$ cat src/rtl/seq_step_pkg.sv
// Shared mode encoding and number-set helpers for the sequence stepper.
// All functions are constant-evaluable and bounded by the 8-bit maximum width.
package seq_step_pkg;

   localparam logic [1:0] MODE_PRIME = 2'b00;
   localparam logic [1:0] MODE_FIB   = 2'b01;
   localparam logic [1:0] MODE_SQR   = 2'b10;
   localparam logic [1:0] MODE_BIN   = 2'b11;

   localparam int MAX_WIDTH = 8;
   localparam int MAX_VALS  = 1 << MAX_WIDTH;

   // Trial division up to sqrt(255) is enough for every legal width.
   function automatic logic is_prime(input int v);
      logic p;
      p = (v >= 2);
      for (int d = 2; d < 16; d++) begin
         if ((d * d <= v) && ((v % d) == 0)) p = 1'b0;
      end
      return p;
   endfunction

   function automatic logic is_fib(input int v);
      int   a;
      int   b;
      int   t;
      logic f;
      a = 0;
      b = 1;
      f = 1'b0;
      for (int i = 0; i < 16; i++) begin
         if (a == v) f = 1'b1;
         t = a + b;
         a = b;
         b = t;
      end
      return f;
   endfunction

   function automatic logic is_square(input int v);
      logic s;
      s = 1'b0;
      for (int i = 0; i < 16; i++) begin
         if (i * i == v) s = 1'b1;
      end
      return s;
   endfunction

   function automatic logic is_member(input int v, input logic [1:0] mode);
      logic m;
      case (mode)
         MODE_PRIME: m = is_prime(v);
         MODE_FIB:   m = is_fib(v);
         MODE_SQR:   m = is_square(v);
         default:    m = 1'b1;
      endcase
      return m;
   endfunction

   function automatic logic [MAX_VALS-1:0] member_table(input logic [1:0] mode,
                                                        input int width);
      logic [MAX_VALS-1:0] t;
      t = '0;
      for (int v = 0; v < MAX_VALS; v++) begin
         if (v < (1 << width)) t[v] = is_member(v, mode);
      end
      return t;
   endfunction

   function automatic int min_member(input logic [1:0] mode, input int width);
      int m;
      m = 0;
      for (int v = MAX_VALS - 1; v >= 0; v--) begin
         if ((v < (1 << width)) && is_member(v, mode)) m = v;
      end
      return m;
   endfunction

   function automatic int max_member(input logic [1:0] mode, input int width);
      int m;
      m = 0;
      for (int v = 0; v < MAX_VALS; v++) begin
         if ((v < (1 << width)) && is_member(v, mode)) m = v;
      end
      return m;
   endfunction

endpackage

$ cat src/rtl/seq_step_next.sv
// Combinational neighbour search: nearest set member strictly above (ud=0)
// or strictly below (ud=1) the current count; no_member flags a set end.
module seq_step_next
   import seq_step_pkg::*;
#(
   parameter int WIDTH = 6
) (
   input  logic [WIDTH-1:0] count,
   input  logic [1:0]       mode,
   input  logic             ud,
   output logic [WIDTH-1:0] next_val,
   output logic             no_member
);

   localparam int N = 1 << WIDTH;

   localparam logic [MAX_VALS-1:0] TAB_PRIME = member_table(MODE_PRIME, WIDTH);
   localparam logic [MAX_VALS-1:0] TAB_FIB   = member_table(MODE_FIB,   WIDTH);
   localparam logic [MAX_VALS-1:0] TAB_SQR   = member_table(MODE_SQR,   WIDTH);
   localparam logic [MAX_VALS-1:0] TAB_BIN   = member_table(MODE_BIN,   WIDTH);

   logic [N-1:0] tab;
   int           cnt_i;

   always_comb begin
      case (mode)
         MODE_PRIME: tab = TAB_PRIME[N-1:0];
         MODE_FIB:   tab = TAB_FIB[N-1:0];
         MODE_SQR:   tab = TAB_SQR[N-1:0];
         default:    tab = TAB_BIN[N-1:0];
      endcase
   end

   // Scan order makes the last hit the closest neighbour in each direction.
   always_comb begin
      cnt_i     = int'(count);
      next_val  = count;
      no_member = 1'b1;
      if (!ud) begin
         for (int i = N - 1; i >= 0; i--) begin
            if (tab[i[WIDTH-1:0]] && (i > cnt_i)) begin
               next_val  = i[WIDTH-1:0];
               no_member = 1'b0;
            end
         end
      end else begin
         for (int i = 0; i < N; i++) begin
            if (tab[i[WIDTH-1:0]] && (i < cnt_i)) begin
               next_val  = i[WIDTH-1:0];
               no_member = 1'b0;
            end
         end
      end
   end

endmodule

$ cat src/rtl/seq_step_counter.sv
// Sequence stepper over primes, Fibonacci numbers, squares or all integers,
// with up/down stepping, wrap-or-saturate at set ends and synchronous load.
module seq_step_counter
   import seq_step_pkg::*;
#(
   parameter int WIDTH = 6
) (
   input  logic             clk,
   input  logic             rst,
   input  logic             en,
   input  logic             ud,
   input  logic [1:0]       mode,
   input  logic             wrap_en,
   input  logic             load,
   input  logic [WIDTH-1:0] load_val,
   output logic [WIDTH-1:0] count,
   output logic             wrapped,
   output logic             at_limit,
   output logic             member
);

   localparam int N = 1 << WIDTH;

   localparam logic [MAX_VALS-1:0] TAB_PRIME = member_table(MODE_PRIME, WIDTH);
   localparam logic [MAX_VALS-1:0] TAB_FIB   = member_table(MODE_FIB,   WIDTH);
   localparam logic [MAX_VALS-1:0] TAB_SQR   = member_table(MODE_SQR,   WIDTH);
   localparam logic [MAX_VALS-1:0] TAB_BIN   = member_table(MODE_BIN,   WIDTH);

   localparam logic [WIDTH-1:0] MIN_PRIME = WIDTH'(min_member(MODE_PRIME, WIDTH));
   localparam logic [WIDTH-1:0] MIN_FIB   = WIDTH'(min_member(MODE_FIB,   WIDTH));
   localparam logic [WIDTH-1:0] MIN_SQR   = WIDTH'(min_member(MODE_SQR,   WIDTH));
   localparam logic [WIDTH-1:0] MIN_BIN   = WIDTH'(min_member(MODE_BIN,   WIDTH));
   localparam logic [WIDTH-1:0] MAX_PRIME = WIDTH'(max_member(MODE_PRIME, WIDTH));
   localparam logic [WIDTH-1:0] MAX_FIB   = WIDTH'(max_member(MODE_FIB,   WIDTH));
   localparam logic [WIDTH-1:0] MAX_SQR   = WIDTH'(max_member(MODE_SQR,   WIDTH));
   localparam logic [WIDTH-1:0] MAX_BIN   = WIDTH'(max_member(MODE_BIN,   WIDTH));

   logic [N-1:0]     tab;
   logic [WIDTH-1:0] lo;
   logic [WIDTH-1:0] hi;
   logic [WIDTH-1:0] next_val;
   logic             no_member;

   always_comb begin
      case (mode)
         MODE_PRIME: begin tab = TAB_PRIME[N-1:0]; lo = MIN_PRIME; hi = MAX_PRIME; end
         MODE_FIB:   begin tab = TAB_FIB[N-1:0];   lo = MIN_FIB;   hi = MAX_FIB;   end
         MODE_SQR:   begin tab = TAB_SQR[N-1:0];   lo = MIN_SQR;   hi = MAX_SQR;   end
         default:    begin tab = TAB_BIN[N-1:0];   lo = MIN_BIN;   hi = MAX_BIN;   end
      endcase
   end

   assign member   = tab[count];
   assign at_limit = (count == (ud ? lo : hi));

   seq_step_next #(
      .WIDTH (WIDTH)
   ) u_next (
      .count     (count),
      .mode      (mode),
      .ud        (ud),
      .next_val  (next_val),
      .no_member (no_member)
   );

   // Past a set end the wrap target is the opposite extreme of the set.
   always_ff @(posedge clk) begin
      if (!rst) begin
         count   <= '0;
         wrapped <= 1'b0;
      end else if (load) begin
         count   <= load_val;
         wrapped <= 1'b0;
      end else if (en) begin
         wrapped <= 1'b0;
         if (!no_member) begin
            count <= next_val;
         end else if (wrap_en) begin
            count   <= ud ? hi : lo;
            wrapped <= 1'b1;
         end
      end else begin
         wrapped <= 1'b0;
      end
   end

endmodule

$ cat config.mk
export PLATFORM = sky130hd
export DESIGN_NAME = seq_step_counter
export DESIGN_NICKNAME = d
export VERILOG_FILES = /design/src/rtl/seq_step_pkg.sv /design/src/rtl/seq_step_next.sv /design/src/rtl/seq_step_counter.sv
export SDC_FILE = /design/constraint.sdc
export NUM_CORES = 1
export LEC_CHECK = 0
export BUFFER_PORTS_ARGS = -buffer_cell sky130_fd_sc_hd__buf_2
export CAP_MARGIN = 20
export CORE_AREA = 3 3 110 112
export CTS_CLUSTER_DIAMETER = 60
export CTS_CLUSTER_SIZE = 8
export DETAILED_ROUTE_END_ITERATION = 6
export DIE_AREA = 0 0 113 115
export HOLD_SLACK_MARGIN = 0.05
export SLEW_MARGIN = 20
export SYNTH_ARGS = -nofsm -noshare
export SYNTH_HDL_FRONTEND = slang
export SYNTH_SLANG_ARGS = --single-unit
$ cat constraint.sdc
create_clock -name clk -period 3.8 [get_ports clk]
set_input_delay 0.57 -clock clk [delete_from_list [all_inputs] [get_ports clk]]
set_output_delay 0.57 -clock clk [all_outputs]
set_load 0.01 [all_outputs]
==> flow_metrics.tcl, run 1 <==
set metrics [dict create \
    final_nets 619 \
    fmax_mhz 290 \
    ys_types 79 \
    finalCoreUtilization_pct 36.1 \
    syn_nets 595 \
    initial_core_util_pct 31.6 \
    setup_viol 0 \
    slew_headroom_pct 54.4 \
    status "complete, no violations" \
    cts_buffers 3 \
    htree_levels 1 \
    syn_area_um2 3580 \
    synth_enable_flop_cells 0 \
    critical_path_arrival_ns 2.88 \
    core_area_um2 11300 \
    required_ns 3.23 \
    antennaDiodeCount 0 \
    ant_nets 0 \
    holdPathEnd "wrapped$_SDFF_PP0_" \
    cts.clk_slew.worst_paths_ns 0.04 \
    dr.pass1.iters 7 \
    drc 0 \
    finalWorstSetupSlack_ns 0.353 \
    io_pins 23 \
    insertion_delay_ns 0.23 \
    dieArea_um2 13000 \
    period_share_pct 90.7 \
    grt_max_degree 30 \
    wl_per_cell_um 24.4 \
    synth-seq-area-share_pct 3.91 \
    finalCriticalPeriod_ns 3.45 \
    ir_worst_vdd_mv 0.594 \
    grt_pass1_vias 4989 \
    tns_ns 0 \
    hold_path_depth 3 \
    cp-start-kind "primary input" \
    p_leak_nw 1.50 \
    fin_cells 742 \
    root_buffer "clkbuf_16" \
    synthArstFlopShare_pct 0 \
    nFillCells 1223 \
    multi_input_area_um2 3070 \
    hold_viol_final 0 \
    post-place-ws_ns 0.371 \
    grt_usage_pct 26.7 \
    slew_viol_final 0 \
    finalWirelength_um 18100 \
    drv_cap 0 \
    syn_to_final_growth_pct 14.2 \
    r2r-start "count[0]$_SDFFE_PN0P_" \
    cts.sinks 7 \
    critPathCaptureType "output port" \
    hpwl_um 13300 \
    via_count 5351 \
    fin_hold_ws_ns 0.611 \
    die_x_um 113 \
    ys.flop_type "dfxtp_1" \
    cts_tree "done" \
    antenna_found_initial 0 \
    skew_ns 0.00372 \
    place_inst 738 \
    power_density_nw_per_um2 329 \
    syn_avg_cell_area_um2 6.21 \
    die-height_um 115 \
    r2r-end "count[1]$_SDFFE_PN0P_" \
    grt-ovfl-total 0 \
    clk_path_buf_depth 2 \
    num_rows 39 \
    syn_inst 576 \
    rsz0062_at_grt "no" \
    yosysWarningCount 0 \
    final-seq-area_um2 144 \
    drt_iter0_drc 1137 \
    path_class "in -> out" \
    grt_pass1_wl_um 28100 \
    cts_hold_buf 0 \
    portBuffers 22 \
    gp_congestion 1.10 \
    cts_resized 0 \
    crit_path_max_fanout 7 \
    drive_gt1_share_pct 18.0 \
    synth_seq_cells 7 \
    vias_per_cell 7.21 \
    post_cts_buffers 0 \
    reg2reg_depth 11 \
    min_from "wrap_en" \
    r2r_slack_ns 0.41 \
    worstMarginPinSlew_ns 0.677 \
    hp-class "in -> reg" \
]
## per-stage QoR
stage	power [mW]	instance area (um2)
3_5_place_dp	1.10	4010
2_1_floorplan	0.769	3580
4_1_cts	1.29	4090
3_3_place_gp	1.10	4010
6_report	1.35	4090
5_1_grt	1.41	4090
## worst max-delay path by stage
stage                       start  depth (start not counted)                    end
after floorplan           mode[0]                         10                 member
after global placement    mode[0]                         13  count[0]$_SDFFE_PN0P_
after detailed placement  mode[1]                         11  count[1]$_SDFFE_PN0P_
after CTS                 mode[1]                         12                 member
after global routing      mode[0]                         12                 member
final                     mode[1]                         12                 member
## synthesized netlist by cell type (11+ instances only)
cell / number / area [um2]
a21oi_1: 56 / 280
a22oi_1: 14 / 105
a31oi_1: 11 / 68.8
buf_2: 29 / 145
clkbuf_1: 15 / 56.3
inv_1: 11 / 41.3
nand2_1: 57 / 214
nand3_1: 15 / 75.1
nand4_1: 12 / 75.1
nor2_1: 55 / 206
nor3_1: 20 / 100
o21ai_0: 54 / 270
## worst max-delay path, stage by stage
cell and delay (ns):
buf_2 0.13, inv_1 0.08, ha_1 0.42, inv_1 0.24
nand2_1 0.31, o211ai_1 0.14, o311a_1 0.16, a21oi_1 0.11
o32ai_1 0.11, a211oi_1 0.26, o311ai_0 0.16, buf_2 0.17
## logic make-up after synthesis
| logic type | synth area share, % |
|---|---|
| fa+ha+maj | 2.03 |
| flops | 3.91 |
| simple gates | 30.1 |
| compound gates | 51.2 |
| mux | 2.06 |
| buf+inv | 10.2 |
| xor+xnor | 0.489 |
## layout by cell type (no fill, tap or decap), types with 11 or more instances in the layout
master / instances
nand2_1: 57
a21oi_1: 56
nor2_1: 55
o21ai_0: 54
buf_4: 54
buf_2: 22
nor3_1: 20
nand3_1: 15
a22oi_1: 14
nand4_1: 12
inv_1: 11
a31oi_1: 11
## area by class of cell
| cell class | count | share of cell area, % |
|---|---|---|
| multi-input cells | 496 | 75.2 |
| repair buffers | 78 | 13.6 |
| well taps | 143 | 4.38 |
| flip-flops and latches | 7 | 3.52 |
| clock buffers | 3 | 1.84 |
| inverters | 14 | 1.35 |
| clock inverters | 1 | 0.122 |
## per-layer routing
layer  track usage, %  up-vias  routed length, um  part of all wire [%]
li1                 -     2297                  -                     -
met5                0        -                  0                     0
met3             6.05      129               2700                    15
met2             40.0      545               7330                    41
met1             35.5     2380               6700                    37
met4             14.9        0               1340                   7.4
## flip-flops by register name (all words and copies together) (netlist names)
signal	cells
count	6
wrapped	1
## power breakdown
part / leakage, nW / total [mW] / switching, mW / internal [mW]
registers: 0.0587 / 0.147 / 0.0632 / 0.0839
clock network: 0.0409 / 0.179 / 0.0409 / 0.138
logic: 1.40 / 1.02 / 0.658 / 0.361
total: 1.50 / 1.35 / 0.762 / 0.583
No activity file was read; power rests on OpenSTA's default activity.
==> run 2, diff against run 1 <==
--- a/config.mk
+++ b/config.mk
@@ -5,6 +5,7 @@
 export SDC_FILE = /design/constraint.sdc
 export NUM_CORES = 1
 export LEC_CHECK = 0
+export ABC_CLOCK_PERIOD_IN_PS = 3800
 export BUFFER_PORTS_ARGS = -buffer_cell sky130_fd_sc_hd__buf_2
 export CAP_MARGIN = 20
 export CORE_AREA = 3 3 110 112
==> constraint.sdc (replaced) <==
create_clock -name clk -period 3.8 [get_ports clk]
set_input_delay 0.38 -clock clk [delete_from_list [all_inputs] [get_ports clk]]
set_output_delay 0.38 -clock clk [all_outputs]
set_load 0.01 [all_outputs]
==> run 2 against run 1 <==
Effect of this change:
- the flow now finishes with violations (DRC)
- sequential power fell by 3%
- clock power up 6%
- sequential share of layout area is 0.12 points lower
- wire length grew 12%
- flip-flop and latch count stayed put
- critical endpoint is now count[0]$_SDFFE_PN0P_
- largest power group unchanged
==> flow_metrics.tcl, run 2 (same netlist as run 1, synthesis figures left out) <==
set metrics [dict create \
    power.switching_mw 0.802 \
    grt_max_degree 44 \
    slew_headroom_pct 26.4 \
    cp-start-kind "flop" \
    slew_viol_final 0 \
    root_buffer "clkbuf_16" \
    cts_buffers 3 \
    ant_nets 0 \
    power_density_nw_per_um2 335 \
    period_share_pct 95.0 \
    cpLargestDelayFamily "compound AO/OA/AOI/OAI gates" \
    hold_viol_final 0 \
    clkPwrFrac_pct 13.3 \
    largest_register "count" \
    status "finished with violations" \
    p_leak_nw 1.58 \
    cts_resized 0 \
    portBuffers 22 \
    drt_iter0_drc 848 \
    grt_pass1_wl_um 30600 \
    post-place-ws_ns 0.339 \
    die_x_um 113 \
    final_common_cell "buf_4" \
    r2r-end "count[0]$_SDFFE_PN0P_" \
    setup_viol 0 \
    cts.sinks 7 \
    hpwl_um 15300 \
    rsz0062_at_grt "no" \
    antenna_found_initial 0 \
    cp_slowest_cell "dfxtp_2" \
    fmax_mhz 277 \
    worst-path-stages 9 \
    initial_core_util_pct 31.6 \
    drive_gt1_share_pct 20.3 \
    finalWirelength_um 20300 \
    layout_common_cells "71 x buf_4, 57 x nand2_1, 56 x a21oi_1" \
    syn_to_final_growth_pct 18.2 \
    drc 1 \
    wl_per_cell_um 26.7 \
    multi_input_area_um2 3070 \
    cts.clk_slew.worst_paths_ns 0.04 \
    critPathCaptureType "flop" \
    cts_tree "done" \
    reg2reg_depth 9 \
    critical_path_arrival_ns 3.74 \
    die-height_um 115 \
    final-seq-area_um2 144 \
    cpPeakStageDelay_ns 0.76 \
    cts_hold_buf 0 \
    grt_usage_pct 30.2 \
    crit_path_max_fanout 27 \
    final_nets 637 \
    tns_ns 0 \
    seq_power_share_pct 10.0 \
    comb_power_share_pct 76.7 \
    via_count 5486 \
    antennaDiodeCount 0 \
    largest_reg_flops 6 \
    top_regs "count (6), wrapped (1)" \
    worst-path-buf-inv 1 \
    ir_worst_vdd_mv 0.279 \
    intPower_mw 0.617 \
    insertion_delay_ns 0.23 \
    post_cts_buffers 0 \
    worstMarginPinSlew_ns 1.09 \
    num_rows 39 \
    path_class "reg -> reg" \
    grt-ovfl-total 0 \
    drv_cap 0 \
    vias_per_cell 7.22 \
    clk_path_buf_depth 2 \
    finalInstanceArea_um2 4230 \
    finalCriticalPeriod_ns 3.61 \
    nFillCells 1230 \
    r2r-start "count[2]$_SDFFE_PN0P_" \
    violations "DRC" \
    swShare_pct 56.5 \
    r2r_slack_ns 0.19 \
    finalWorstSetupSlack_ns 0.189 \
    skew_ns 0.000862 \
    dr.pass1.iters 7 \
    setup.worst_path.start "count[2]$_SDFFE_PN0P_" \
    grt_pass1_vias 5081 \
    critPathCapture "count[0]$_SDFFE_PN0P_" \
    io_pins 23 \
    dieArea_um2 13000 \
    hp-class "in -> reg" \
    gp_congestion 1.08 \
    required_ns 3.92 \
    htree_levels 1 \
    place_area_um2 4150 \
    core_area_um2 11300 \
    path_cells "o21ai_0 > a211oi_1 > a21oi_1 > o221a_2 > a2111oi_0 > buf_4 > a211o_1 > nand3_1 > a41o_1" \
]
## run 2: layout make-up
class,instances,share of cell area (%)
clock buffer,4,1.86
inverter,14,1.30
multi-input combinational,496,72.6
sequential,7,3.40
tap,143,4.23
timing repair buffer,96,16.6
## run 2: per-layer routing
layer / track usage, % / part of all wire (%)
met4: 13.7 / 6.6
met5: 0 / 0
met1: 39.9 / 39
met2: 48.3 / 42
met3: 4.84 / 13
## run 2: how the worst min path moves through the flow
| stage | start | endpoint | slack [ns] | cells after the start |
|---|---|---|---|---|
| after global placement | count[1]$_SDFFE_PN0P_ | count[1]$_SDFFE_PN0P_ | 0.63 | 2 |
| final | wrap_en | wrapped$_SDFF_PP0_ | 0.43 | 3 |
| after global routing | wrap_en | wrapped$_SDFF_PP0_ | 0.44 | 3 |
| after CTS | wrap_en | wrapped$_SDFF_PP0_ | 0.43 | 3 |
| after floorplan | rst | count[3]$_SDFFE_PN0P_ | 0.52 | 2 |
| after detailed placement | count[1]$_SDFFE_PN0P_ | count[1]$_SDFFE_PN0P_ | 0.65 | 2 |
## run 2: power groups by stage
stage	registers, mW	clock network [mW]	logic, mW
2_1_floorplan	0.0975	0	0.672
3_3_place_gp	0.142	0	1.06
3_5_place_dp	0.140	0	1.03
4_1_cts	0.139	0.185	1.04
5_1_grt	0.143	0.191	1.14
6_report	0.142	0.189	1.09
## run 2: through the flow
step / power [mW] / hold WS, ns / cells / util [%]
after floorplan: 0.769 / 0.518 / 576 / -
after global placement: 1.20 / 0.632 / 756 / 36.7
after detailed placement: 1.18 / 0.648 / 756 / 36.7
after CTS: 1.36 / 0.430 / 760 / 37.4
after global routing: 1.47 / 0.438 / 760 / 37.4
final: 1.42 / 0.427 / 760 / 37.4
## run 2: worst min-delay path, stage by stage
cell and delay [ns]:
buf_2 0.11, nand4_1 0.07, nor2b_1 0.05
==> run 3, diff against run 2 <==
--- a/config.mk
+++ b/config.mk
@@ -14,6 +14,7 @@
 export DETAILED_ROUTE_END_ITERATION = 6
 export DIE_AREA = 0 0 113 115
 export HOLD_SLACK_MARGIN = 0.05
+export RECOVER_POWER = 25
 export SLEW_MARGIN = 20
 export SYNTH_ARGS = -nofsm -noshare
 export SYNTH_HDL_FRONTEND = slang
==> run 3 against run 2 <==
Effect of this change:
- the flow still finishes with violations (DRC)
- cell area is essentially flat
- first-iteration DRC count is the same
- combinational power is essentially flat
- clock power is essentially flat
- highest routed layer unchanged
==> flow_metrics.tcl, run 3 (same netlist as run 1, synthesis figures left out) <==
set metrics [dict create \
    ir_worst_vdd_mv 0.279 \
    worstMarginPinSlew_ns 1.08 \
    die-height_um 115 \
    ant_nets 0 \
    swShare_pct 56.5 \
    finalWirelength_um 20300 \
    top_regs "count (6), wrapped (1)" \
    hold_viol_final 0 \
    drt_iter0_drc 848 \
    grt_max_degree 44 \
    intPower_mw 0.617 \
    vias_per_cell 7.23 \
    slew_viol_final 0 \
    largest_reg_flops 6 \
    setup_viol 0 \
    cts_buffers 3 \
    finalWorstSetupSlack_ns 0.191 \
    drc 1 \
    io_pins 23 \
    hpwl_um 15300 \
    finalCoreUtilization_pct 37.4 \
    skew_ns 0.000862 \
    cts.clk_slew.worst_paths_ns 0.04 \
    final_common_cell "buf_4" \
    critical_path_arrival_ns 3.73 \
    finalCriticalPeriod_ns 3.61 \
    insertion_delay_ns 0.23 \
    power.switching_mw 0.803 \
    slew_headroom_pct 27.1 \
    fmax_mhz 277 \
    largest_register "count" \
    seq_power_share_pct 10.0 \
    cts.sinks 7 \
    period_share_pct 95.0 \
    dr.pass1.iters 7 \
    initial_core_util_pct 31.6 \
    dieArea_um2 13000 \
    post_cts_buffers 0 \
    power_density_nw_per_um2 336 \
    post-place-ws_ns 0.339 \
    cts_tree "done" \
    cpPeakStageDelay_ns 0.76 \
    die_x_um 113 \
    drive_gt1_share_pct 19.9 \
    antenna_found_initial 0 \
    required_ns 3.92 \
    cts_resized 0 \
    worst-path-buf-inv 1 \
    htree_levels 1 \
    final_nets 637 \
    via_count 5494 \
    cts_hold_buf 0 \
    cp-start-kind "flop" \
    layout_common_cells "71 x buf_4, 57 x nand2_1, 56 x a21oi_1" \
    syn_to_final_growth_pct 18.2 \
    wl_per_cell_um 26.7 \
    grt_pass1_vias 5081 \
    portBuffers 22 \
    p_leak_nw 1.58 \
    grt_pass1_wl_um 30600 \
    critPathCaptureType "flop" \
    path_cells "o21ai_0 > a211oi_1 > a21oi_1 > o221a_2 > a2111oi_0 > buf_4 > a211o_1 > nand3_1 > a41o_1" \
    drv_cap 0 \
    path_class "reg -> reg" \
    gp_congestion 1.08 \
    clk_path_buf_depth 2 \
    grt_usage_pct 30.2 \
    grt-ovfl-total 0 \
    crit_path_max_fanout 27 \
    cp_slowest_cell "dfxtp_2" \
    antennaDiodeCount 0 \
    cpLargestDelayFamily "compound AO/OA/AOI/OAI gates" \
    root_buffer "clkbuf_16" \
    tns_ns 0 \
    core_area_um2 11300 \
    num_rows 39 \
    comb_power_share_pct 76.7 \
    hp-class "in -> reg" \
    rsz0062_at_grt "no" \
    violations "DRC" \
    nFillCells 1232 \
    clkPwrFrac_pct 13.3 \
    status "finished with violations" \
]
-- run 3: tightest hold or removal path: cells and delay by family --
kind / cells / cell delay [ns]
buffers and inverters: 1 / 0.11
and+or+nand+nor: 2 / 0.12
-- run 3: area by class of cell --
class / instances / area (um2) / area share (%)
sequential: 7 / 144 / 3.40
multi-input combinational: 496 / 3070 / 72.6
tap: 143 / 179 / 4.23
inverter: 14 / 55.1 / 1.30
timing repair buffer: 96 / 701 / 16.6
clock buffer: 4 / 78.8 / 1.86
-- run 3: worst paths after layout --
path / start / end / slack, ns / cells after the start
worst max-delay path: count[2]$_SDFFE_PN0P_ / count[0]$_SDFFE_PN0P_ / 0.19 / 9
worst min-delay path: wrap_en / wrapped$_SDFF_PP0_ / 0.43 / 3
worst max register to register: count[2]$_SDFFE_PN0P_ / count[0]$_SDFFE_PN0P_ / 0.19 / 9
worst min register to register: count[1]$_SDFFE_PN0P_ / count[1]$_SDFFE_PN0P_ / 0.65 / 2
-- run 3: power groups by stage --
stage / registers [mW] / clock network (mW) / logic (mW)
after floorplan: 0.0975 / 0 / 0.672
after global routing: 0.143 / 0.191 / 1.14
after global placement: 0.142 / 0 / 1.06
final: 0.143 / 0.189 / 1.09
after CTS: 0.139 / 0.185 / 1.04
after detailed placement: 0.140 / 0 / 1.03
-- run 3: routing by layer --
layer	global-route usage (%)	routed length (um)	vias to the layer above	part of all wire, %
li1	-	-	2328	-
met1	39.9	7910	2554	39
met2	48.3	8590	492	42
met3	4.84	2470	120	12
met4	13.7	1320	0	6.5
met5	0	0	-	0
-- run 3: metrics by stage --
step                power (mW)  cell area [um2]  std cells  hold slack [ns]
floorplan                0.769             3580        576            0.518
global placement          1.20             4150        756            0.632
detailed placement        1.18             4150        756            0.648
CTS                       1.36             4230        760            0.430
global route              1.47             4230        760            0.438
finish                    1.42             4230        760            0.427
